==> src/rtl/count_sequencer.sv <==
// Round-robin sequencer sharing one countdown unit among N_REQ requesters.
// Launches a count, waits for finalSignal, returns the counter to idle, reports done.
module count_sequencer #(
   parameter int unsigned N_REQ   = 4,
   parameter int unsigned TIMEOUT = 64
) (
   input  logic             clk_out,
   input  logic             reset,
   input  logic [N_REQ-1:0] req,
   input  logic             cnt_final,
   output logic             cnt_init,
   output logic [N_REQ-1:0] grant,
   output logic [N_REQ-1:0] done,
   output logic             timeout,
   output logic             busy
);

   localparam int unsigned OW = $clog2(N_REQ);
   localparam int unsigned WW = $clog2(TIMEOUT);
   localparam logic [WW-1:0] WdLast  = WW'(TIMEOUT - 1);
   localparam logic [OW-1:0] PtrInit = OW'(N_REQ - 1);

   typedef enum logic [2:0] {
      StIdle    = 3'd0,
      StStart   = 3'd1,
      StWaitFin = 3'd2,
      StRelease = 3'd3,
      StWaitClr = 3'd4
   } state_e;

   state_e        state_q, state_d;
   logic [OW-1:0] owner_q, owner_d;
   logic [OW-1:0] rr_ptr_q, rr_ptr_d;
   logic [WW-1:0] wd_q, wd_d;
   logic          expired_q, expired_d;  // current transaction was aborted by the watchdog
   logic          timeout_q, timeout_d;
   logic [OW-1:0] pick;

   // Walk from farthest to nearest so the first set bit after rr_ptr wins.
   always_comb begin
      pick = rr_ptr_q;
      for (int unsigned k = N_REQ; k >= 1; k--) begin
         int unsigned idx;
         idx = 32'(rr_ptr_q) + k;
         if (idx >= N_REQ) begin
            idx = idx - N_REQ;
         end
         if (req[OW'(idx)]) begin
            pick = OW'(idx);
         end
      end
   end

   always_comb begin
      state_d   = state_q;
      owner_d   = owner_q;
      rr_ptr_d  = rr_ptr_q;
      wd_d      = '0;
      expired_d = expired_q;
      timeout_d = 1'b0;
      case (state_q)
         StIdle: begin
            if (|req) begin
               owner_d   = pick;
               expired_d = 1'b0;
               state_d   = StStart;
            end
         end
         StStart: begin
            state_d = StWaitFin;
         end
         StWaitFin: begin
            if (cnt_final) begin
               state_d = StRelease;
            end else if (wd_q == WdLast) begin
               timeout_d = 1'b1;
               expired_d = 1'b1;
               state_d   = StRelease;
            end else begin
               wd_d = wd_q + 1'b1;
            end
         end
         StRelease: begin
            state_d = StWaitClr;
         end
         StWaitClr: begin
            if (!cnt_final) begin
               rr_ptr_d = owner_q;
               state_d  = StIdle;
            end else if (wd_q == WdLast) begin
               timeout_d = 1'b1;
               rr_ptr_d  = owner_q;
               state_d   = StIdle;
            end else begin
               wd_d = wd_q + 1'b1;
            end
         end
         default: begin
            state_d = StIdle;
         end
      endcase
   end

   always_ff @(posedge clk_out) begin
      if (reset) begin
         state_q   <= StIdle;
         owner_q   <= '0;
         rr_ptr_q  <= PtrInit;
         wd_q      <= '0;
         expired_q <= 1'b0;
         timeout_q <= 1'b0;
      end else begin
         state_q   <= state_d;
         owner_q   <= owner_d;
         rr_ptr_q  <= rr_ptr_d;
         wd_q      <= wd_d;
         expired_q <= expired_d;
         timeout_q <= timeout_d;
      end
   end

   // Outputs decode registered state only, so they are glitch-free.
   always_comb begin
      logic             in_txn;
      logic [N_REQ-1:0] owner_oh;
      owner_oh = N_REQ'(1) << owner_q;
      in_txn   = 1'b0;
      cnt_init = 1'b0;
      done     = '0;
      case (state_q)
         StStart: begin
            in_txn   = 1'b1;
            cnt_init = 1'b1;
         end
         StWaitFin: begin
            in_txn = 1'b1;
         end
         StRelease: begin
            in_txn   = 1'b1;
            cnt_init = 1'b1;
            done     = expired_q ? '0 : owner_oh;
         end
         StWaitClr: begin
            in_txn = 1'b1;
         end
         default: begin
            in_txn = 1'b0;
         end
      endcase
      busy    = in_txn;
      grant   = in_txn ? owner_oh : '0;
      timeout = timeout_q;
   end

endmodule

==> config.mk <==
export PLATFORM = sky130hd
export DESIGN_NAME = count_sequencer
export DESIGN_NICKNAME = d
export VERILOG_FILES = /design/src/rtl/count_sequencer.sv
export SDC_FILE = /design/constraint.sdc
export NUM_CORES = 1
export LEC_CHECK = 0
export CORE_ASPECT_RATIO = 1.2
export CORE_MARGIN = 8
export CORE_UTILIZATION = 48
export DETAILED_ROUTE_END_ITERATION = 10
export HOLD_SLACK_MARGIN = 0.1
export PLACE_DENSITY = 0.85
export SLEW_MARGIN = 20
export SYNTH_ARGS = -nofsm -noshare
export SYNTH_HDL_FRONTEND = slang
export SYNTH_SLANG_ARGS = --single-unit
==> constraint.sdc <==
create_clock -name clk_out -period 1.8 [get_ports clk_out]
set_input_delay 0.36 -clock clk_out [delete_from_list [all_inputs] [get_ports clk_out]]
set_output_delay 0.36 -clock clk_out [all_outputs]
set_load 0.005 [all_outputs]
==> results of run 1 <==
==> power by group through the flow <==
stage                     combinational (mW)  clock (mW)  sequential [mW]
after floorplan                        0.148           0            0.376
after global placement                 0.294           0            0.380
after detailed placement               0.303           0            0.380
after CTS                              0.292       0.203            0.378
after global routing                   0.342       0.217            0.384
final                                  0.314       0.196            0.381
==> flip-flops by register name (all words and copies together), names as in the netlist <==
signal and flops:
timeout 1, state_q 3, owner_q 2, wd_q 6, rr_ptr_q 2, expired_q 1
==> cell usage after synthesis, drive strengths merged (2+ instances only) <==
master | number | share of area [%]
o21ai | 2 | 1.3
nor2b | 4 | 3.1
clkbuf | 3 | 1.4
inv | 3 | 1.4
nand3 | 4 | 2.5
o211ai | 2 | 2.5
nand2b | 4 | 3.1
and3b | 2 | 2.7
a21oi | 3 | 2.4
or2 | 2 | 1.6
xor2 | 3 | 3.3
dfxtp | 15 | 38
xnor2 | 3 | 3.3
mux2i | 2 | 2.5
nor2 | 24 | 12
nor3 | 4 | 3.1
nand2 | 5 | 2.4
==> repair_timing <==
| action | in CTS | in global routing |
|---|---|---|
| hold buffers | 0 | 0 |
| gates resized for setup | 35 | 10 |
| gates cloned | 0 | 0 |
| setup endpoints to repair | 10 | 6 |
| pin swaps | 2 | 3 |
| buffers inserted | 1 | 2 |
==> metrics by stage <==
stage               utilization (%)  instance area [um2]  TNS [ns]
floorplan                         -                  797         0
global placement               68.1                 1090  -0.00911
detailed placement             68.1                 1090    -0.218
CTS                            70.0                 1120         0
global route                   70.0                 1120   -0.0395
finish                         70.0                 1120         0
==> area by class of cell <==
class / count / area [um2]
clock buffer: 4 / 26.3
tap: 18 / 22.5
inverter: 3 / 11.3
sequential: 15 / 303
multi-input combinational: 76 / 507
fill: 124 / 480
timing repair buffer: 34 / 251
==> logic make-up after synthesis <==
| kind of cell | Yosys count |
|---|---|
| AO/OA/AOI/OAI | 11 |
| XOR/XNOR | 6 |
| adder cells (fa/ha/maj) | 1 |
| buffers and inverters | 6 |
| flip-flops | 15 |
| multiplexers | 2 |
| AND/OR/NAND/NOR | 56 |
==> layer usage <==
| layer | part of all wire, % | routed length [um] | track usage [%] | vias to the layer above |
|---|---|---|---|---|
| met3 | 6.6 | 128 | 4.17 | 7 |
| met2 | 52 | 1010 | 22.1 | 26 |
| met5 | 0 | 0 | 0 | - |
| met4 | 2.9 | 57 | 8.66 | 0 |
| li1 | - | - | - | 401 |
| met1 | 38 | 735 | 13.0 | 359 |
==> how the worst max path moves through the flow <==
stage                    start          to  cells after the start
floorplan           state_q[2]     done[0]                      5
detailed placement  state_q[1]     done[0]                      5
finish              state_q[1]     done[0]                      5
global placement        req[1]  owner_q[1]                      5
CTS                 state_q[1]     done[2]                      5
global route        state_q[1]     done[0]                      5
==> flow_metrics.env, run 1 <==
export IMPL_outcome="complete, no violations"
export IMPL_worst_skew_pair_late_latency_ns=0.29
export IMPL_number_of_standard_cell_rows_in_the_floorplan=16
export IMPL_critical_path_class="reg -> out"
export IMPL_grt_usage_pct=13.0
export IMPL_main_combinational_cell_family_by_area_after_synthesis="simple AND/OR/NAND/NOR gates"
export IMPL_timing_hold_worst_start="wd_q[0]"
export IMPL_die_height_um=60.6
export IMPL_cts_clk_slew_worst_paths_ns=0.09
export IMPL_worst_r2r_cell_count=5
export IMPL_timing_critical_path_cells="nor2b_4 -> nand2_2 -> or2_4 -> nor3_2 -> buf_2"
export IMPL_fin_total_pwr_mw=0.891
export IMPL_die_w_um=53.2
export IMPL_seq_area_frac_synth_pct=37.7
export IMPL_switching_power_mw=0.277
export IMPL_timing_clock_skew_ns=0.00108
export IMPL_post_drt_via_cell_ratio=5.29
export IMPL_fmaxAchievable_mhz=574
export IMPL_antennaDiodeCount=0
export IMPL_dp_hpwl_um=1470
export IMPL_cts_sinks=15
export IMPL_whs_path_depth=1
export IMPL_setup_violations_final=0
export IMPL_timing_final_crit_period_ns=1.74
export IMPL_max_vdd_ir_drop_mv=0.552
export IMPL_first_global_vias=724
export IMPL_regToRegSetupSlack_ns=0.46
export IMPL_number_of_maximum_capacitance_constraint_violations=0
export IMPL_layout_cells_non_filler=150
export IMPL_wp_buf_inv=1
export IMPL_worst_endpoint_required_ns=1.44
export IMPL_power_combinational_fraction_pct=35.3
export IMPL_synth_xor_area_share_pct=6.59
export IMPL_crit_path_end_kind="primary output"
export IMPL_dr_first_iter_drc_count=17
export IMPL_final_min_period_over_clock_period_pct=96.8
export IMPL_pre_cts_ws_ns=-0.0940
export IMPL_globalRouteOverflowTotal=0
export IMPL_drive_gt1_share_pct=34.8
export IMPL_postSynth_asyncResetShare_pct=0
export IMPL_h_tree_depth=1
export IMPL_place_congestion=0.771
export IMPL_synth_compound_area_share_pct=10.5
export IMPL_layout_area_overhead_vs_synth_pct=40.7
export IMPL_tightestPinTransition_ns=0.268
export IMPL_power_share_switching_pct=31.1
export IMPL_netlist_area_um2=797
export IMPL_worst_ep_arrival_time_ns=1.38
export IMPL_routed_wirelength_um=1940
export IMPL_route_detailed_drc=0
export IMPL_clockPowerShare_pct=22.0
export IMPL_pin_count=18
export IMPL_largest_net_degree_at_the_start_of_global_routing=11
export IMPL_syn_nets=105
export IMPL_type_of_the_tightest_min_delay_check="reg -> reg"
export IMPL_setup_worst_path_start_class="flip-flop"
export IMPL_drtAntennaViolNets=0
export IMPL_buffer_ports_inserted=17
export IMPL_initial_utilization_pct=49.8
export IMPL_final_common_cell="sky130_fd_sc_hd__nor2_1"
export IMPL_grt_setup_unrepaired="true"
export IMPL_hold_violations=0
export IMPL_synth_top_flop_cell="sky130_fd_sc_hd__dfxtp_1"
export IMPL_antenna_violations_before_repair=0
export IMPL_drt_pass_1_iters=4
export IMPL_synth_distinct_cells=35
export IMPL_yosys_area_share_adder_pct=1.57
export IMPL_netlist_instances=97
export IMPL_holdPathEnd="wd_q[0]"
export IMPL_synth_edf_count=0
export IMPL_synth_avg_cell_area_um2=8.22
export IMPL_number_of_buffers_created_by_cts=3
export IMPL_worst_r2r_endpoint="wd_q[5]"
export IMPL_number_of_placed_instances_with_taps_included=144
export IMPL_clock_tree_root_cell="sky130_fd_sc_hd__clkbuf_4"
export IMPL_slew_viol_final=0
export IMPL_power_leakage_nw=0.486
export IMPL_yosys_reg_bits=15
export IMPL_yosys_warnings=0
export IMPL_path_max_fanout=4
export IMPL_cp_top_family="simple AND/OR/NAND/NOR gates"
export IMPL_timing_hold_ws_ns=0.452
export IMPL_relSlewSlack_pct=82.0
export IMPL_intPower_mw=0.613
export IMPL_cp_slowest_stage_delay_ns=0.35
export IMPL_die_area_mm2=0.00323
export IMPL_vias=793
export IMPL_core_region_area_mm2=0.00160
export IMPL_slowest_stage="sky130_fd_sc_hd__dfxtp_2"
export IMPL_synth_mux_area_share_pct=2.51
export IMPL_finalNetCount=141
export IMPL_r2r_start="wd_q[0]"
export IMPL_seq_power_share_pct=42.7
export IMPL_tritoncts="done"
export IMPL_min_setup_slack_post_route_ns=0.0579
export IMPL_synth_simple_gate_area_share_pct=38.3
export IMPL_power_density_mw_per_mm2=795
export IMPL_max_clock_path_buffers=2
export IMPL_mostFrequentLayoutCells="21 x sky130_fd_sc_hd__nor2_1, 17 x sky130_fd_sc_hd__buf_4, 13 x sky130_fd_sc_hd__dfxtp_1, 7 x sky130_fd_sc_hd__clkdlybuf4s50_1, 6 x sky130_fd_sc_hd__buf_2"
export IMPL_grt_pass1_wl_um=3140
export IMPL_wl_per_cell_um=12.9
Power figures use the tool's default switching activity.
==> inputs of run 2 (changes only) <==
CORE_ASPECT_RATIO = 1.25   (was 1.2)
==> run 2 against run 1 <==
- the flow now finishes with violations (negative setup slack)
- wire length is 6.6% higher
- global-route usage is 0.30 points higher
- combinational power is 12% higher
- non-clock buffer count is 4 higher
- maximum frequency is 4.8% lower
- clock-buffer cell count stayed put
- largest power group unchanged
==> flow_metrics.env, run 2 (same netlist as run 1, synthesis figures left out) <==
export IMPL_outcome="finished with violations"
export IMPL_violations_in_the_final_reports="negative setup slack"
export IMPL_slew_viol_final=0
export IMPL_worst_r2r_cell_count=6
export IMPL_number_of_standard_cell_rows_in_the_floorplan=16
export IMPL_slowest_stage="sky130_fd_sc_hd__dfxtp_2"
export IMPL_crit_path_end_kind="primary output"
export IMPL_fin_total_pwr_mw=0.928
export IMPL_holdPathEnd="wd_q[0]"
export IMPL_worst_endpoint_required_ns=1.44
export IMPL_critical_path_class="reg -> out"
export IMPL_max_clock_path_buffers=2
export IMPL_met3_track_demand_over_resource_in_global_routing_pct=3.38
export IMPL_pin_count=18
export IMPL_buffer_ports_inserted=17
export IMPL_layout_area_overhead_vs_synth_pct=45.8
export IMPL_path_max_fanout=4
export IMPL_wp_buf_inv=2
export IMPL_hold_violations=0
export IMPL_place_congestion=0.744
export IMPL_cts_clk_slew_worst_paths_ns=0.09
export IMPL_antennaDiodeCount=0
export IMPL_vias=814
export IMPL_final_min_period_over_clock_period_pct=102
export IMPL_power_leakage_nw=0.509
export IMPL_largest_register="wd_q"
export IMPL_worst_r2r_endpoint="wd_q[5]"
export IMPL_setup_violations_final=1
export IMPL_clockPowerShare_pct=20.9
export IMPL_dr_first_iter_drc_count=14
export IMPL_drive_gt1_share_pct=38.2
export IMPL_grt_setup_unrepaired="true"
export IMPL_finalNetCount=145
export IMPL_number_of_buffers_created_by_cts=3
export IMPL_worst_skew_pair_late_latency_ns=0.29
export IMPL_drtAntennaViolNets=0
export IMPL_tightestPinTransition_ns=0.260
export IMPL_timing_clock_skew_ns=0.00776
export IMPL_die_height_um=61.6
export IMPL_setup_worst_path_start_class="flip-flop"
export IMPL_grt_busiest_layer="met2"
export IMPL_first_global_vias=781
export IMPL_timing_final_crit_period_ns=1.83
export IMPL_groute_layer_met2_usage_pct=24.6
export IMPL_final_common_cell="sky130_fd_sc_hd__nor2_1"
export IMPL_cp_slowest_stage_delay_ns=0.35
export IMPL_drt_pass_1_iters=4
export IMPL_dp_hpwl_um=1510
export IMPL_antenna_violations_before_repair=0
export IMPL_grt_usage_pct=13.3
export IMPL_post_drt_via_cell_ratio=5.29
export IMPL_route_detailed_drc=0
export IMPL_h_tree_depth=1
export IMPL_clock_tree_root_cell="sky130_fd_sc_hd__clkbuf_4"
export IMPL_tritoncts="done"
export IMPL_wl_per_cell_um=13.4
export IMPL_seq_power_share_pct=41.2
export IMPL_timing_hold_worst_start="wd_q[0]"
export IMPL_max_vdd_ir_drop_mv=0.573
export IMPL_initial_utilization_pct=51.0
export IMPL_r2r_start="state_q[2]"
export IMPL_met1_usage_pct=12.2
export IMPL_grt_pass1_wl_um=3220
export IMPL_core_region_area_mm2=0.00156
export IMPL_type_of_the_tightest_min_delay_check="reg -> reg"
export IMPL_power_combinational_fraction_pct=37.9
export IMPL_timing_critical_path_cells="buf_6 -> nor2b_4 -> nand2_2 -> or2_4 -> nor3_2 -> buf_2"
export IMPL_cts_sinks=15
export IMPL_mostFrequentLayoutCells="20 x sky130_fd_sc_hd__nor2_1, 19 x sky130_fd_sc_hd__buf_4, 12 x sky130_fd_sc_hd__dfxtp_1, 7 x sky130_fd_sc_hd__clkdlybuf4s50_1, 7 x sky130_fd_sc_hd__buf_2"
export IMPL_cp_top_family="simple AND/OR/NAND/NOR gates"
export IMPL_die_w_um=52.4
export IMPL_intPower_mw=0.642
export IMPL_worst_ep_arrival_time_ns=1.47
export IMPL_regToRegSetupSlack_ns=0.47
export IMPL_largest_net_degree_at_the_start_of_global_routing=11
export IMPL_power_density_mw_per_mm2=798
export IMPL_switching_power_mw=0.286
export IMPL_largest_reg_flops=6
export IMPL_relSlewSlack_pct=82.5
export IMPL_whs_path_depth=1
export IMPL_pre_cts_ws_ns=-0.112
export IMPL_die_area_mm2=0.00323
export IMPL_number_of_maximum_capacitance_constraint_violations=0
export IMPL_power_share_switching_pct=30.9
export IMPL_final_core_utilization_pct=74.4
export IMPL_min_setup_slack_post_route_ns=-0.0290
export IMPL_fmaxAchievable_mhz=547
export IMPL_largestRegisters="wd_q: 6 flops, state_q: 3 flops"
export IMPL_routed_wirelength_um=2060
export IMPL_globalRouteOverflowTotal=0
export IMPL_n_fill_cell=125
[run 2: metal layers]
metal  vias to the layer above  wire length (um)  share of wire (%)
met3                         7               134                6.5
met5                         -                 0                  0
li1                        404                 -                  -
met4                         0                56                2.7
met1                       372               800                 39
met2                        31              1070                 52
[run 2: what timing repair did]
item / 4_1_cts / 5_1_grt
gates resized for setup: 41 / 9
pin swaps: 1 / 4
hold buffers: 0 / 0
buffers inserted: 4 / 2
endpoints found under the setup margin: 10 / 9
[run 2: area by class of cell]
type / count / area (um2) / area share [%]
Tap cell: 18 / 22.5 / 1.94
Multi-Input combinational cell: 76 / 509 / 43.8
Timing Repair Buffer: 38 / 289 / 24.9
Sequential cell: 15 / 304 / 26.2
Clock buffer: 4 / 26.3 / 2.26
Inverter: 3 / 11.3 / 0.969
[run 2: worst max-delay path by stage]
stage / from / to / slack [ns] / cells after the start
after floorplan: state_q[2] / done[0] / 0.32 / 5
after global placement: req[1] / owner_q[1] / -0.009 / 5
after detailed placement: state_q[1] / done[0] / -0.11 / 5
after CTS: state_q[2] / done[1] / -0.05 / 6
after global routing: state_q[1] / done[0] / -0.08 / 6
final: state_q[1] / done[0] / -0.03 / 6
[run 2: stage by stage]
| stage | setup TNS, ns | instances | hold slack [ns] | cell area (um2) |
|---|---|---|---|---|
| final | -0.0290 | 154 | 0.449 | 1160 |
| after CTS | -0.0533 | 152 | 0.451 | 1150 |
| after global routing | -0.357 | 154 | 0.461 | 1160 |
| after detailed placement | -0.288 | 144 | 0.438 | 1090 |
| after global placement | -0.0122 | 144 | 0.425 | 1090 |
| after floorplan | 0 | 97 | 0.413 | 797 |
[run 2: power groups by stage]
| stage | registers (mW) | clock network (mW) | logic, mW |
|---|---|---|---|
| after floorplan | 0.376 | 0 | 0.148 |
| after global placement | 0.379 | 0 | 0.295 |
| after detailed placement | 0.381 | 0 | 0.304 |
| after CTS | 0.378 | 0.200 | 0.325 |
| after global routing | 0.384 | 0.216 | 0.384 |
| final | 0.382 | 0.194 | 0.352 |
==> inputs of run 3 (changes only) <==
ABC_CLOCK_PERIOD_IN_PS = 1800   (was not set)
CAP_MARGIN = 20   (was not set)
==> results of run 3 <==
No change in the layout: final DEF, timing and power equal those of run 2.
